### src/rtl/branch_resolve.sv
// Branch resolution unit: decodes a conditional branch against the comparator
// result, issues a one-cycle fetch redirect and holds flush for FLUSH_CYCLES cycles.
module branch_resolve #(
  parameter int FLUSH_CYCLES = 2,
  parameter int CNT_W        = 16
) (
  input  logic             clk,
  input  logic             rst_n,
  // Handshake: a branch is accepted on a rising edge where br_valid && br_ready.
  // br_valid is not held or buffered by this block; anything presented while
  // br_ready=0 is dropped, and the source owns any retry.
  input  logic             br_valid,
  output logic             br_ready,
  input  logic [2:0]       br_funct3,
  input  logic [31:0]      br_pc,
  input  logic [31:0]      br_imm,
  output logic             unsigned_cmp,
  input  logic             breq,
  input  logic             brlt,
  output logic             redirect_valid,
  output logic [31:0]      redirect_pc,
  output logic             flush,
  output logic             illegal,
  output logic             misalign,
  output logic [CNT_W-1:0] taken_cnt,
  output logic             dbg_state
);

  typedef enum logic {
    S_IDLE  = 1'b0,
    S_FLUSH = 1'b1
  } state_e;

  state_e          state_q, state_d;
  logic [3:0]      flush_cnt_q, flush_cnt_d;
  logic            redirect_valid_q, redirect_valid_d;
  logic [31:0]     redirect_pc_q, redirect_pc_d;
  logic            illegal_q, illegal_d;
  logic            misalign_q, misalign_d;
  logic [CNT_W-1:0] taken_cnt_q, taken_cnt_d;

  logic        accept;
  logic        illegal_f3;
  logic        cond_raw;
  logic        taken;
  logic [31:0] target;
  logic        aligned;
  logic        do_redirect;

  localparam logic [3:0] FLUSH_LAST = 4'(FLUSH_CYCLES - 1);

  assign unsigned_cmp = br_funct3[1];

  // Branch decode: funct3[2:1] picks the comparator flag, funct3[0] inverts it.
  always_comb begin
    accept     = br_valid && br_ready;
    illegal_f3 = (br_funct3[2:1] == 2'b01);
    cond_raw   = 1'b0;
    case (br_funct3[2:1])
      2'b00:   cond_raw = breq;
      2'b10:   cond_raw = brlt;
      2'b11:   cond_raw = brlt;
      default: cond_raw = 1'b0;
    endcase
    taken       = accept && !illegal_f3 && (cond_raw ^ br_funct3[0]);
    target      = br_pc + br_imm;
    aligned     = (target[1:0] == 2'b00);
    do_redirect = taken && aligned;
  end

  // FSM: state register
  always_ff @(posedge clk or negedge rst_n) begin
    if (!rst_n) begin
      state_q     <= S_IDLE;
      flush_cnt_q <= 4'd0;
    end else begin
      state_q     <= state_d;
      flush_cnt_q <= flush_cnt_d;
    end
  end

  // FSM: next state. The counter holds the number of flush cycles still to
  // follow the current one, so FLUSH lasts exactly FLUSH_CYCLES cycles.
  always_comb begin
    state_d     = state_q;
    flush_cnt_d = flush_cnt_q;
    case (state_q)
      S_IDLE: begin
        if (do_redirect) begin
          state_d     = S_FLUSH;
          flush_cnt_d = FLUSH_LAST;
        end
      end
      S_FLUSH: begin
        if (flush_cnt_q == 4'd0) begin
          state_d = S_IDLE;
        end else begin
          flush_cnt_d = flush_cnt_q - 4'd1;
        end
      end
      default: begin
        state_d     = S_IDLE;
        flush_cnt_d = 4'd0;
      end
    endcase
  end

  // FSM: outputs, decoded from state so reset drops flush immediately
  always_comb begin
    br_ready  = (state_q == S_IDLE);
    flush     = (state_q == S_FLUSH);
    dbg_state = state_q;
  end

  // Registered result pulses and the saturating redirect counter
  always_comb begin
    redirect_valid_d = do_redirect;
    redirect_pc_d    = do_redirect ? target : redirect_pc_q;
    illegal_d        = accept && illegal_f3;
    misalign_d       = taken && !aligned;
    taken_cnt_d      = taken_cnt_q;
    if (do_redirect && (taken_cnt_q != {CNT_W{1'b1}})) begin
      taken_cnt_d = taken_cnt_q + 1'b1;
    end
  end

  always_ff @(posedge clk or negedge rst_n) begin
    if (!rst_n) begin
      redirect_valid_q <= 1'b0;
      redirect_pc_q    <= 32'd0;
      illegal_q        <= 1'b0;
      misalign_q       <= 1'b0;
      taken_cnt_q      <= '0;
    end else begin
      redirect_valid_q <= redirect_valid_d;
      redirect_pc_q    <= redirect_pc_d;
      illegal_q        <= illegal_d;
      misalign_q       <= misalign_d;
      taken_cnt_q      <= taken_cnt_d;
    end
  end

  assign redirect_valid = redirect_valid_q;
  assign redirect_pc    = redirect_pc_q;
  assign illegal        = illegal_q;
  assign misalign       = misalign_q;
  assign taken_cnt      = taken_cnt_q;

endmodule

### config.mk
export PLATFORM = sky130hd
export DESIGN_NAME = branch_resolve
export DESIGN_NICKNAME = d
export VERILOG_FILES = /design/src/rtl/branch_resolve.sv
export SDC_FILE = /design/constraint.sdc
export NUM_CORES = 1
export LEC_CHECK = 0
export BUFFER_PORTS_ARGS = -buffer_cell sky130_fd_sc_hd__buf_2
export CAP_MARGIN = 5
export CORE_MARGIN = 3
export CORE_UTILIZATION = 28
export DETAILED_ROUTE_END_ITERATION = 12
export GPL_TIMING_DRIVEN = 0
export SLEW_MARGIN = 20
export SYNTH_ARGS = -nofsm -noshare
export SYNTH_HDL_FRONTEND = slang
export SYNTH_SLANG_ARGS = --single-unit
### constraint.sdc
create_clock -name clk -period 2.7 [get_ports clk]
set_clock_uncertainty 0.1 [all_clocks]
set_input_delay 0.27 -clock clk [delete_from_list [all_inputs] [get_ports clk]]
set_output_delay 0.27 -clock clk [all_outputs]
set_load 0.005 [all_outputs]
==> flow_summary.json <==
{
  "drc_errors": 0,
  "p_per_area_mw_per_mm2": 633,
  "fin_nets": 697,
  "max_clock_freq_mhz": 391,
  "grt-ovfl-total": 0,
  "worst_ep_arrival_time_ns": 2.69,
  "cts_buffers": 5,
  "status": "finished clean",
  "cp_cell_sequence": "buf_2 -> ha_1 -> fa_1 -> a21o_1 -> a31o_1 -> a21oi_2 -> a2111o_1 -> a21oi_1 -> or4_1 -> nand3_1",
  "synth_edf_count": 0,
  "place_hpwl_um": 9740,
  "crit_path_start_kind": "input port",
  "antenna_found_initial": 0,
  "die_w_um": 127,
  "path_delay_family": "compound AO/OA/AOI/OAI gates",
  "syn_area_mm2": 0.00407,
  "grt_pass1_vias": 4045,
  "crit_required_ns": 2.83,
  "die_area_mm2": 0.0160,
  "slew_viol_final": 0,
  "ys_seq_area_share_pct": 34.4,
  "gp_congestion": 0.844,
  "synthTopCellsByCount": "nand2_1 (59), dfrtp_1 (56), a21oi_1 (34)",
  "crit_path_max_fanout": 3,
  "boundaryPins": 127,
  "yosysMostFrequentCell": "nand2_1",
  "drive_above_1_share_pct": 26.7,
  "placed_cells": 763,
  "root_buffer": "clkbuf_16",
  "ir_worst_vdd_uv": 235,
  "async_flop_share_pct": 100,
  "ant_nets": 0,
  "layout.cells.non_filler": 772,
  "ys_types": 67,
  "rsz0062_at_grt": "no",
  "wire_per_inst_um": 15.8,
  "rows": 43,
  "cts_setup_buffers": 0,
  "hold_viol_final": 0,
  "ctsHtreeMaxLevel": 2,
  "via_per_inst": 5.14,
  "synthTopCellsByArea": "dfrtp_1 (34%), ha_1 (10%), nand2_1 (5.4%), a21oi_1 (4.2%), xnor2_1 (3.9%)",
  "ys_seq_elements": 56,
  "max_cap_violations": 0,
  "worst_path_largest_cell_delay_ns": 0.52,
  "slowest_stage": "or4_1",
  "clockBufferDepth": 2,
  "portBuffers": 126,
  "crit_path_end_kind": "flop",
  "fin_crit_ns": 2.56,
  "clk-insertion-delay-late_ns": 0.29,
  "groute.usage.overall_pct": 15.1,
  "via_count": 3965,
  "worstSetupPathType": "input port to flop",
  "synth.top_cell.area_share_pct": 34.4,
  "routed_wl_um": 12200,
  "slew_headroom_pct": 49.8,
  "cts.sinks": 56,
  "firstDrtPassIters": 4,
  "path_buf_inv": 1,
  "die-height_um": 127,
  "total_power_w": 0.00324,
  "synth_cells": 457,
  "grt_start_max_net_pins": 57,
  "synthFlopType": "dfrtp_1",
  "min_path_type": "input port to flop",
  "worstMarginPinSlew_ns": 0.753,
  "n_antenna_cell": 0,
  "start_util_pct": 29.0,
  "fillers": 1464,
  "grt_pass1_wl_um": 19900,
  "core_area_mm2": 0.0140,
  "cts_tree": "yes",
  "synth_nets": 563,
  "leakage_nw": 2.52,
  "yosysTopAreaCell": "dfrtp_1",
  "syn_to_final_growth_pct": 25.8,
  "clk_pin_slew_worst_paths_ns": 0.07,
  "fin_crit_sh_pct": 94.8,
  "setup_violations": 0,
  "ys_warn_count": 0,
  "drtIter0Drc": 226,
  "syn_avg_cell_area_um2": 8.91
}
[final cells by class]
cell class	instances	area, µm²	share of cell area [%]
plain buffers	16	109	2.12
clock buffers	6	129	2.52
clock inverters	2	35.0	0.684
inverters	6	22.5	0.440
multi-input cells	379	2560	49.9
flip-flops and latches	56	1400	27.4
well taps	180	225	4.40
repair buffers	127	643	12.6
[cells in the final DEF (no fill, tap or decap), drive strengths merged, types with 3 or more instances in the layout]
master | synthesis | routed
clkbuf | 8 | 14
and2 | 5 | 5
and3 | 6 | 6
o31ai | 11 | 11
o21ai | 33 | 33
a21o | 12 | 12
a21boi | 5 | 5
xnor2 | 18 | 18
xor2 | 17 | 17
dfrtp | 56 | 56
nor2b | 5 | 5
o21a | 9 | 9
or3 | 3 | 3
o21bai | 4 | 4
nor3 | 14 | 14
nand2 | 61 | 61
inv | 6 | 6
nand4 | 12 | 12
nand3 | 16 | 16
ha | 33 | 33
nand2b | 4 | 4
a21oi | 35 | 35
o211ai | 6 | 6
nor2 | 27 | 27
and4 | 4 | 4
nor3b | 3 | 3
buf | 7 | 133
a221oi | 3 | 3
[power by group]
part	internal, W	switching (W)
sequential	0.00111	0.000191
combinational	0.000559	0.000641
clock	0.000437	0.000300
total	0.00211	0.00113
[cell families after synthesis]
| family | count (synthesis) | synth area share (%) |
|---|---|---|
| buffers and inverters | 22 | 3.19 |
| flip-flops | 56 | 34.4 |
| adder cells (fa/ha/maj) | 34 | 10.6 |
| multiplexers | 2 | 0.553 |
| AND/OR/NAND/NOR | 168 | 20.3 |
| XOR/XNOR | 35 | 7.53 |
| AO/OA/AOI/OAI | 140 | 23.4 |
[metrics by stage]
stage	setup TNS (ns)	setup WS (ns)	util (%)	hold slack, ns	cell area [µm²]
after global routing	0	0.00515	36.5	0.0601	5120
after global placement	-1.73	-0.308	35.1	0.357	4930
after CTS	0	0.00203	36.4	0.0608	5100
after floorplan	0	0.258	-	-0.126	4070
after detailed placement	-1.94	-0.305	35.1	0.298	4930
final	0	0.140	36.5	0.0715	5120
[what timing repair did]
item                                   in CTS  in global routing
setup endpoints to repair                   0                  4
endpoints found under the hold margin      56                  0
resized for setup                           0                  4
hold buffers                                1                  0
[sequential cells by signal, summed over array words and instances (netlist names)]
signal,cells
redirect_pc,32
taken_cnt,16
flush_cnt_q,4
dbg_state,1
illegal,1
misalign,1
redirect_valid,1
[worst paths after layout]
| check | from | endpoint | slack [ns] | cells after the start |
|---|---|---|---|---|
| min | br_funct3[2] | illegal | 0.07 | 2 |
| max | br_pc[0] | redirect_pc[30] | 0.14 | 10 |
| min reg2reg | redirect_pc[8] | redirect_pc[8] | 0.40 | 2 |
| min in group asynchronous | rst_n | taken_cnt[1] | 0.50 | 2 |
| max in group asynchronous | rst_n | redirect_pc[19] | 1.52 | 2 |
| max reg2reg | taken_cnt[3] | taken_cnt[10] | 0.39 | 7 |
[layer usage]
layer	track usage [%]	vias up	wire, µm
met5	0	-	0
met4	3.79	0	145
met3	3.20	13	730
met2	25.1	95	5790
met1	20.0	1907	5530
li1	-	1950	-
[worst reg2reg max path, delay by kind of cell (launching register included)]
kind | cells | cell delay [ns]
AOI/OAI and AO/OA | 1 | 0.41
xor gates and xnor gates | 1 | 0.14
DFF | 1 | 0.45
and+or+nand+nor | 5 | 1.11
Power figures use the tool's default switching activity.
